--- config.mk ---
export PLATFORM = sky130hd
export DESIGN_NAME = wave_sequencer
export DESIGN_NICKNAME = d
export VERILOG_FILES = /design/src/rtl/wave_sequencer.sv
export SDC_FILE = /design/constraint.sdc
export NUM_CORES = 1
export LEC_CHECK = 0
export CORE_ASPECT_RATIO = 1.1
export CORE_MARGIN = 5
export CORE_UTILIZATION = 42
export CTS_BUF_LIST = sky130_fd_sc_hd__clkbuf_4 sky130_fd_sc_hd__clkbuf_8
export DETAILED_ROUTE_END_ITERATION = 10
export SLEW_MARGIN = 20
export SYNTH_ARGS = -nofsm -noshare
export SYNTH_HDL_FRONTEND = slang
export SYNTH_SLANG_ARGS = --single-unit
--- constraint.sdc ---
create_clock -name clk -period 4.9 [get_ports clk]
set_input_delay 0.98 -clock clk [delete_from_list [all_inputs] [get_ports clk]]
set_output_delay 0.98 -clock clk [all_outputs]
set_load 0.02 [all_outputs]
--- src/rtl/wave_sequencer.sv ---
// wave_sequencer
//   Steps through an 8-entry program of function_generator settings. Each
//   entry holds its settings for max(dwell,1) clk cycles. init pulses low for
//   one cycle whenever an entry is applied.
//
//   Optional feature: define SEQ_LOOP_EN to wrap from last_idx back to entry 0
//   until stop. Without it, the block pulses done once and returns to IDLE.
//
// Ports
//   clk, rst                 clock and asynchronous active-low reset
//   wr_en, wr_addr,          program write port; may be used while busy
//   wr_cfg, wr_dwell         wr_cfg = {Sel, AmpSel, Phase_cntrl, PI}
//   last_idx                 final entry; sampled at each advance
//   start, stop              start from entry 0 / abort (stop wins)
//   Sel, AmpSel,             registered settings for function_generator
//   Phase_cntrl, PI
//   init                     active-low, 1-cycle pulse per applied entry
//   busy, step_idx, done     sequence active, current entry, end pulse
module wave_sequencer #(
  parameter int DWELL_W = 16
) (
  input  logic               clk,
  input  logic               rst,
  input  logic               wr_en,
  input  logic [2:0]         wr_addr,
  input  logic [9:0]         wr_cfg,
  input  logic [DWELL_W-1:0] wr_dwell,
  input  logic [2:0]         last_idx,
  input  logic               start,
  input  logic               stop,
  output logic [2:0]         Sel,
  output logic [1:0]         AmpSel,
  output logic [1:0]         Phase_cntrl,
  output logic [2:0]         PI,
  output logic               init,
  output logic               busy,
  output logic [2:0]         step_idx,
  output logic               done
);

  typedef enum logic [1:0] {IDLE, APPLY, DWELL, FINISH} state_t;

  localparam logic [DWELL_W-1:0] ONE = DWELL_W'(1);

  state_t             state, state_nxt;
  logic [2:0]         idx, idx_nxt;
  logic [DWELL_W-1:0] cnt, cnt_nxt;
  logic [DWELL_W-1:0] load_cnt;
  logic               adv;
  logic               apply_go;

  logic [9:0]         cfg_mem   [8];
  logic [DWELL_W-1:0] dwell_mem [8];

  // A dwell of 0 behaves like 1, so the counter load is max(dwell,1)-1.
  assign load_cnt = (dwell_mem[idx] == '0) ? '0 : dwell_mem[idx] - ONE;

  // Outputs update only on an APPLY cycle that is not being aborted.
  assign apply_go = (state == APPLY) && !stop;

  // Program storage
  always_ff @(posedge clk or negedge rst) begin
    if (!rst) begin
      for (int i = 0; i < 8; i++) begin
        cfg_mem[i]   <= '0;
        dwell_mem[i] <= ONE;
      end
    end else if (wr_en) begin
      cfg_mem[wr_addr]   <= wr_cfg;
      dwell_mem[wr_addr] <= wr_dwell;
    end
  end

  // State register
  always_ff @(posedge clk or negedge rst) begin
    if (!rst) begin
      state <= IDLE;
      idx   <= '0;
      cnt   <= '0;
    end else begin
      state <= state_nxt;
      idx   <= idx_nxt;
      cnt   <= cnt_nxt;
    end
  end

  // Next-state logic
  always_comb begin
    state_nxt = state;
    idx_nxt   = idx;
    cnt_nxt   = cnt;
    adv       = 1'b0;
    if (stop) begin
      state_nxt = IDLE;
    end else begin
      case (state)
        IDLE: begin
          if (start) begin
            state_nxt = APPLY;
            idx_nxt   = '0;
          end
        end
        APPLY: begin
          cnt_nxt = load_cnt;
          if (load_cnt != '0) state_nxt = DWELL;
          else                adv       = 1'b1;
        end
        DWELL: begin
          // APPLY already used one cycle of the dwell, so leave as the
          // count reaches 0; cnt never drops below 0 here.
          if (cnt <= ONE) begin
            cnt_nxt = '0;
            adv     = 1'b1;
          end else begin
            cnt_nxt = cnt - ONE;
          end
        end
        FINISH:  state_nxt = IDLE;
        default: state_nxt = IDLE;
      endcase

      if (adv) begin
        if (idx != last_idx) begin
          idx_nxt   = idx + 3'd1;
          state_nxt = APPLY;
        end else begin
`ifdef SEQ_LOOP_EN
          idx_nxt   = '0;
          state_nxt = APPLY;
`else
          state_nxt = FINISH;
`endif
        end
      end
    end
  end

  // Registered settings and init: visible one edge after the APPLY cycle,
  // held unchanged in IDLE and FINISH.
  always_ff @(posedge clk or negedge rst) begin
    if (!rst) begin
      {Sel, AmpSel, Phase_cntrl, PI} <= '0;
      init                           <= 1'b1;
    end else begin
      init <= !apply_go;
      if (apply_go) {Sel, AmpSel, Phase_cntrl, PI} <= cfg_mem[idx];
    end
  end

  // Status outputs
  always_comb begin
    busy     = (state == APPLY) || (state == DWELL);
    done     = (state == FINISH);
    step_idx = idx;
  end

endmodule

-- Word-level counts from Yosys, hierarchy flattened
Index checks and enable logic that the tools add are counted.
- add/sub/neg operators: 3
- $lt $le $gt $ge: 4
- equality and inequality tests: 6
- muxes and demuxes: 29
- bitwise logic cells: 3
- reduce and logical (&&, ||, !) cells: 12
- operator list (kind ; count):
    128-bit bitwise mux ; 1
    80-bit bitwise mux ; 1
    16-bit two-way mux ; 5
    16-bit binary-select mux with 3-bit select ; 1
    16-bit demux with 3-bit select ; 1
    16-bit one-hot mux with 2 select lines ; 1
    16-bit by 1-bit subtractor with 16-bit output, second input constant ; 2
    10-bit binary-select mux with 3-bit select ; 1
    10-bit demux with 3-bit select ; 1
    10-bit two-way mux ; 3
    16-bit by 1-bit less-or-equal comparator with 1-bit output, second input constant ; 1
    16-bit zero test ; 1
    16-bit nonzero test ; 1
    3-bit two-way mux ; 4
    2-bit two-way mux ; 5
    4-bit >= comparator, second input constant ; 2
    3-bit NOT with 4-bit output ; 2
    2-bit one-hot mux with 3 select lines ; 1
    5-bit nonzero test ; 1
    2-bit == test, second input constant ; 2
    4-bit by 1-bit less-than comparator with 1-bit output, second input constant ; 1
    4-bit by 2-bit inequality test with 1-bit output, second input constant ; 1
    4-bit inequality test, second input constant ; 1
    3-bit by 1-bit adder with 3-bit output, second input constant ; 1
    other kinds (12) ; 16
- register bits after elaboration: 240
- input port bits: 37
- output and inout bits: 16
- word-level logic and storage cells: 81

-- Longest topological paths before layout
Gate-level depths: netlist of the first run.
- depth in word-level cells: 12
- depth in mapped cells: 12
- depth with buffers taken out: 10

-- Least setup slack after synthesis of the first run
OpenSTA, ideal clock, no wires.
- path kind: register to register
- start: reg idx[1] (netlist: step_idx[1])
- end: reg idx[0] (netlist: step_idx[0])
- setup time: 0.070 ns
- arrival: 3.720 ns
- required time: 4.830 ns
- path slack: 1.110 ns
- cell stages (with the launch flop): 13
- buffers on the path: 3
- period minus slack after synthesis: 3.790 ns
- path through: dfrtp_1 > buf_4 > buf_2 > buf_2 > mux2i_4 > ha_1 > nand4_4 > nor3_2 > o21ai_0 > nor4b_4 > a41oi_4 > or4_1 > nand3_1
- cells in the longest elaborated chain, start to end: 11
- elaborated cells on any way between the ends: 14
- those cells by class: add/sub (1); eq/ne (1); mux (9); bitwise (1); reduce/logical (2)
- RTL lines (what ; line ; source):
    start: declaration ; 46 ; logic [2:0] idx, idx_nxt;
    start signal: assignment ; 82 ; idx <= idx_nxt;
    3-bit NOT with 4-bit output (implied by the code) ; 56 ; assign load_cnt = (dwell_mem[idx] == '0) ? '0 : dwell_mem[idx] - ONE;
    16-bit binary-select mux with 3-bit select ; 56 ;
    16-bit two-way mux (implied by the code) (2 in series) ; 56 ;
    16-bit by 1-bit subtractor with 16-bit output or 16-bit zero test (tied branches) ; 56 ;
    16-bit two-way mux ; 56 ;
    16-bit nonzero test ; 105 ; if (load_cnt != '0) state_nxt = DWELL;
    1-bit two-way mux ; 105 ;
    1-bit one-hot mux with 2 select lines ; 96 ; case (state)
    1-bit two-way mux ; 93 ; if (stop) begin
    3-bit two-way mux (*) ; 122 ; if (adv) begin
Mark *: on every way between the ends. The rest lies on a longest branch, timed or not. The select of a mux whose other input is x is not followed.
A chain may end at the register's enable or synchronous reset.

-- Worst setup path after layout of the first run
- start: reg idx[0] (netlist: step_idx[0])
- end: reg idx[0] (netlist: step_idx[0])
Same word-level chain as after synthesis.

==> run_results.csv, run 1 <==
group,metric,value,unit
run_status,status,"completed",
sta,timing.final.crit_share,80.9,%
yosys,syn_area,11700,µm²
pwr,power_frac_comb,36.8,%
sta,max_slew_margin,39.8,%
pwr,sequentialPowerShare,38.6,%
placement,dp_cells,1187,
final_layout,drive_gt1_share,43.7,%
pwr,p_clk_share,24.6,%
clock_tree,clk_latency,540,ps
placement,portBuffers,52,
die,num_rows,64,
pwr,power_leakage,5.42,nW
final_layout,finalNonFillerCells,1258,
yosys,synth.area.top_cells,"dfrtp_1 (50%), mux2_2 (20%), mux4_2 (10%)",
die,die_w,169,µm
yosys,synth_top_area_share,49.6,%
final_layout,insertedDiodeCount,0,
clock_tree,clk_pin_slew,60,ps
drt,drc,0,
sta,setup_tns,0,ps
drt,dr_total_vias,6935,
die,initial_core_util,42.2,%
final_layout,final_core_util,48.6,%
pwr,finalPower,7.47,mW
global_routing,grt_pass1_wl,42200,µm
drt,post_drt_wl_per_cell,20.5,µm
clock_tree,htreeDepth,2,
global_routing,grtUsageMet2,26.9,%
global_routing,grt_pass1_vias,7368,
hold_path,hp-class,"reg2reg",
placement,gp_congestion,0.823,
yosys,synth_ff_type,"dfrtp_1",
yosys,yosys.area.top_type,"dfrtp_1",
global_routing,top_usage_layer,"met2",
global_routing,met1_usage,24.5,%
clock_tree,cts_tree,"yes",
die,die_y,185,µm
setup_path,cp-end-kind,"flip-flop",
setup_path,required,5370,ps
yosys,synthDistinctLibCells,60,
sta,worst_pin_slew,904,ps
yosys,yosys_warnings,0,
sta,fin_skew,18.4,ps
sta,timing.final.ws_setup,938,ps
clock_tree,numCtsBuffers,41,
setup_path,cp.arrival,4430,ps
pwr,power_density,556,nW/µm²
clock_tree,clockRootBuffer,"clkbuf_8",
setup_path,worstSetupStartpointType,"flip-flop",
placement,dp_hpwl,15200,µm
global_routing,globalRouteTotalUtil,17.0,%
final_layout,syn_to_final_growth,15.3,%
pwr,p_sw,2.53,mW
drt,first_iter_violations,305,
global_routing,antenna_found_initial,0,
drt,drt-vias-per-instance,5.51,
yosys,ys_ff_latch,240,
flow_run,maxCapViolCount,0,
yosys,async_flop_share,100,%
die,fp.coreArea,27600,µm²
sta,setup_viol,0,
sta,min_period,3960,ps
clock_tree,cts_setup_buffers,0,
clock_tree,cts_buffer_depth,3,
yosys,synthCells,802,
yosys,synth.net_count,848,
pwr,ir_worst_vdd,0.219,mV
global_routing,grt_max_degree,115,
placement,place_ws,948,ps
pwr,p_int,4.93,mW
setup_path,path_max_fanout,25,
drt,totalWireLength,25800,µm
sta,timing.final.hold_violations,0,
setup_path,reg2reg_setup_slack,940,ps
clock_tree,clock-sinks,240,
global_routing,grt_use_met3,2.72,%
yosys,syn_area_per_cell,14.5,µm²
final_layout,fillCellCount,2428,
die,io_pins,53,
global_routing,gr-total-overflow,0,
sta,grt_setup_unrepaired,"false",
final_layout,nNetsFinal,913,
die,fp.dieArea,31200,µm²
sta,slew_viol_final,0,
drt,drtAntennaViolNets,0,
yosys,yosysSeqAreaShare,51.6,%
pwr,p_sw_share,33.9,%
clock_tree,ctsResizeCount,0,
yosys,synth-edff-count,0,
sta,fmax,0.252,GHz
setup_path,critical_path_class,"reg2reg",
clock_tree,cts_hold_buf,0,
drt,firstDrtPassIters,4,
[power groups by stage]
| stage | registers (mW) | logic, mW | clock network, mW |
|---|---|---|---|
| after CTS | 2.89 | 2.76 | 1.90 |
| after detailed placement | 2.92 | 2.75 | 0 |
| after floorplan | 2.76 | 2.20 | 0 |
| final | 2.88 | 2.75 | 1.84 |
| after global routing | 2.96 | 2.98 | 2.00 |
| after global placement | 2.91 | 2.72 | 0 |
[state kept, by name, indices dropped and copies added (netlist names)]
register and count:
cnt 16, dwell_mem 128, AmpSel 2, state 2, Phase_cntrl 2, cfg_mem 80, Sel 3, PI 3
step_idx 3, init 1
[per-stage QoR]
step           instance area, µm²  hold slack [ps]
6_report                    13400              475
4_1_cts                     13400              485
3_5_place_dp                12600              471
5_1_grt                     13400              506
3_3_place_gp                12600              460
2_1_floorplan               11700              465
[cell usage in the layout, fill, tap and decap left out, types with 11 or more instances in the layout]
cell type / Yosys / final
a21oi_1: 12 / 12
buf_4: 1 / 14
clkbuf_4: 0 / 15
clkbuf_8: 0 / 51
clkdlybuf4s50_1: 0 / 51
dfrtp_1: 231 / 228
mux2_2: 210 / 210
mux2i_1: 20 / 20
mux4_2: 52 / 52
nand2_1: 34 / 34
nor2_1: 14 / 14
nor3_1: 13 / 11
o21ai_0: 33 / 33
[layout make-up]
class	instances	area (µm²)	share of cell area, %
flip-flops and latches	240	6030	44.9
clock inverters	5	38.8	0.289
repair buffers	67	651	4.84
inverters	9	33.8	0.252
clock buffers	66	815	6.06
well taps	363	454	3.38
multi-input cells	508	5410	40.3
[logic make-up after synthesis]
group / share of synthesized area [%]
AOI/OAI and AO/OA: 4.61
xor gates and xnor gates: 0.977
adders and majority gates: 0.966
buffers and inverters: 2.08
DFF: 51.6
muxes: 33.9
and+or+nand+nor: 5.79
[metal layers]
layer / vias to the layer above / part of all wire [%] / wire [µm]
met5: - / 0 / 0
met4: 0 / 1.9 / 497
met3: 38 / 4.1 / 1060
met2: 130 / 47 / 12100
met1: 3616 / 47 / 12200
li1: 3151 / - / -
[worst paths after layout]
check | to | start | cells past startpoint
worst max-delay path | step_idx[0] | step_idx[0] | 10
worst min-delay path | Phase_cntrl[0] | Phase_cntrl[0] | 2
worst max register to register | step_idx[0] | step_idx[0] | 10
worst min register to register | Phase_cntrl[0] | Phase_cntrl[0] | 2
max in group asynchronous | step_idx[0] | rst | 2
min in group asynchronous | cnt[10] | rst | 1
[Yosys cell counts (all sizes together) (8+ instances only)]
library cell / instances
mux2i: 30
o21ai: 33
nor2: 14
mux2: 211
nand2: 35
nor3: 14
mux4: 52
inv: 9
a21oi: 12
dfstp: 9
dfrtp: 231
nand3: 8
clkbuf: 33
o22ai: 8
buf: 12
ha: 9
[critical path, cell delays in order (launching register included)]
cell     delay, ps
dfrtp_4        770
mux4_2         600
mux2i_4        280
ha_1           300
nand4_4        160
nor3_2         360
o21ai_0        240
nor4b_4        320
a41oi_4        220
or4_1          520
nand3_1        100
Note: power is estimated with default switching activity, not from simulation.
==> run 2: changes to the inputs <==
Clock period 4.9 ns to 3.9 ns, I/O delays scaled along.
==> run 2 against run 1 <==
Compared with the run above:
- routed wire length rose by 2.2%
- via count is 1.6% higher
- highest routed layer unchanged
- non-clock buffer count grew 21
- hold slack worse by 260 ps
==> run_results.csv, run 2 (synthesis gave the netlist of run 1 again) <==
group,metric,value,unit
run_status,status,"completed",
pwr,p_int,6.38,mW
final_layout,most-common-layout-cells,"dfrtp_1 (228), mux2_2 (210), mux4_2 (52), clkdlybuf4s50_1 (51), clkbuf_8 (49)",
global_routing,grt_pass1_vias,7563,
sta,grt_setup_unrepaired,"false",
pwr,sequentialPowerShare,36.7,%
setup_path,crit_family,"simple AND/OR/NAND/NOR gates",
final_layout,stdcell_area,13600,µm²
setup_path,path_cells,"buf_4, mux4_2, mux2i_4, ha_1, nand4_4, nor4_4, mux2i_1, nor4b_4, a41oi_4, or4_1, nand3_1",
global_routing,gr-total-overflow,0,
sta,fmax,0.283,GHz
pwr,power_density,706,nW/µm²
drt,drt-vias-per-instance,5.51,
pwr,p_clk_share,24.2,%
clock_tree,clock-sinks,240,
clock_tree,clk_pin_slew,60,ps
sta,timing.final.ws_setup,372,ps
die,die_y,185,µm
placement,place_ws,115,ps
global_routing,grt_max_degree,84,
clock_tree,cts_hold_buf,0,
die,io_pins,53,
pwr,p_sw,3.24,mW
global_routing,grt_pass1_wl,43200,µm
hold_path,hp-class,"in2async",
placement,place_area,12700,µm²
clock_tree,cts_tree,"yes",
pwr,finalPower,9.61,mW
setup_path,reg2reg_setup_slack,370,ps
placement,dp_hpwl,16300,µm
flow_run,maxCapViolCount,0,
clock_tree,htreeDepth,2,
final_layout,fillCellCount,2383,
drt,drtAntennaViolNets,0,
clock_tree,cts_buffer_depth,3,
pwr,power_leakage,5.54,nW
final_layout,insertedDiodeCount,0,
clock_tree,numCtsBuffers,40,
global_routing,antenna_found_initial,0,
drt,post_drt_wl_per_cell,20.6,µm
clock_tree,ctsResizeCount,0,
final_layout,largest_reg_flops,128,
sta,slew_viol_final,0,
final_layout,top_regs,"dwell_mem x128, cfg_mem x80, cnt x16",
sta,setup_tns,0,ps
global_routing,globalRouteTotalUtil,17.5,%
pwr,p_sw_share,33.7,%
pwr,ir_worst_vdd,0.286,mV
die,initial_core_util,42.2,%
placement,dp_cells,1204,
drt,first_iter_violations,443,
pwr,power_frac_comb,39.1,%
sta,min_period,3530,ps
setup_path,cpPeakStageDelay,530,ps
setup_path,path_max_fanout,8,
setup_path,cp_slowest_cell,"dfrtp_4",
sta,worst_pin_slew,858,ps
setup_path,required,4370,ps
clock_tree,clockRootBuffer,"clkbuf_8",
clock_tree,clk_latency,540,ps
die,die_w,169,µm
sta,fin_skew,16.0,ps
final_layout,finalNonFillerCells,1279,
final_layout,seqCellArea,6030,µm²
setup_path,path_buf_inv,1,
final_layout,multi_input_area,5410,µm²
sta,timing.final.hold_violations,0,
final_layout,top_register,"dwell_mem",
die,fp.dieArea,31200,µm²
setup_path,cp.arrival,3990,ps
drt,firstDrtPassIters,5,
sta,setup_viol,0,
drt,drc,0,
setup_path,worstSetupStartpointType,"flip-flop",
drt,totalWireLength,26400,µm
final_layout,layout_commonest_cell,"dfrtp_1",
die,fp.coreArea,27600,µm²
sta,timing.hold.ws,217,ps
final_layout,syn_to_final_growth,16.8,%
setup_path,critical_path_class,"reg2reg",
drt,dr_total_vias,7045,
final_layout,nNetsFinal,933,
placement,gp_congestion,0.882,
sta,max_slew_margin,42.3,%
clock_tree,cts_setup_buffers,0,
placement,portBuffers,52,
sta,timing.final.crit_share,90.5,%
setup_path,cp-end-kind,"flip-flop",
final_layout,final_core_util,49.3,%
die,num_rows,64,
final_layout,drive_gt1_share,45.0,%
==> run 2: changes by cell type in the layout (fill, tap and decap cells not counted), sizes merged <==
| cell | change |
|---|---|
| clkbuf | -3 |
| inv | +1 |
| clkinv | +2 |
| bufinv | +1 |
| clkinvlp | -1 |
| buf | +21 |
==> run 2: worst reg2reg max path: stages (launching register included) <==
cell and delay [ps]:
dfrtp_4 530, buf_4 160, mux4_2 450, mux2i_4 210, ha_1 280, nand4_4 160
nor4_4 300, mux2i_1 190, nor4b_4 360, a41oi_4 210, or4_1 510, nand3_1 100
==> run 2: path summary, 6_finish.rpt <==
path / start / to / cells after the start
setup / recovery: step_idx[0] / step_idx[0] / 11
hold / removal: rst / cnt[3] / 1
setup reg to reg: step_idx[0] / step_idx[0] / 11
hold reg to reg: Phase_cntrl[1] / Phase_cntrl[1] / 2
max in group asynchronous: rst / dwell_mem[100] / 2
min in group clk: Phase_cntrl[1] / Phase_cntrl[1] / 2
==> run 2: power by group through the flow <==
stage	Combinational (mW)	Sequential (mW)	Clock [mW]
detailed placement	3.66	3.63	0
floorplan	2.76	3.47	0
CTS	3.67	3.59	2.42
global route	4.10	3.61	2.52
global placement	3.62	3.62	0
finish	3.76	3.53	2.33
==> run 2: layout make-up <==
type | instances | area share (%)
tap | 363 | 3.34
multi-input combinational | 508 | 39.8
timing repair buffer | 88 | 6.18
clock buffer | 63 | 5.73
clock inverter | 8 | 0.505
sequential | 240 | 44.3
inverter | 9 | 0.248
==> run 2: per-layer routing <==
metal | track usage (%) | vias up | share of wire (%)
met1 | 24.6 | 3674 | 46
met2 | 27.9 | 133 | 48
met3 | 3.47 | 41 | 4.2
li1 | - | 3197 | -
met5 | 0 | - | 0
met4 | 5.10 | 0 | 2.3
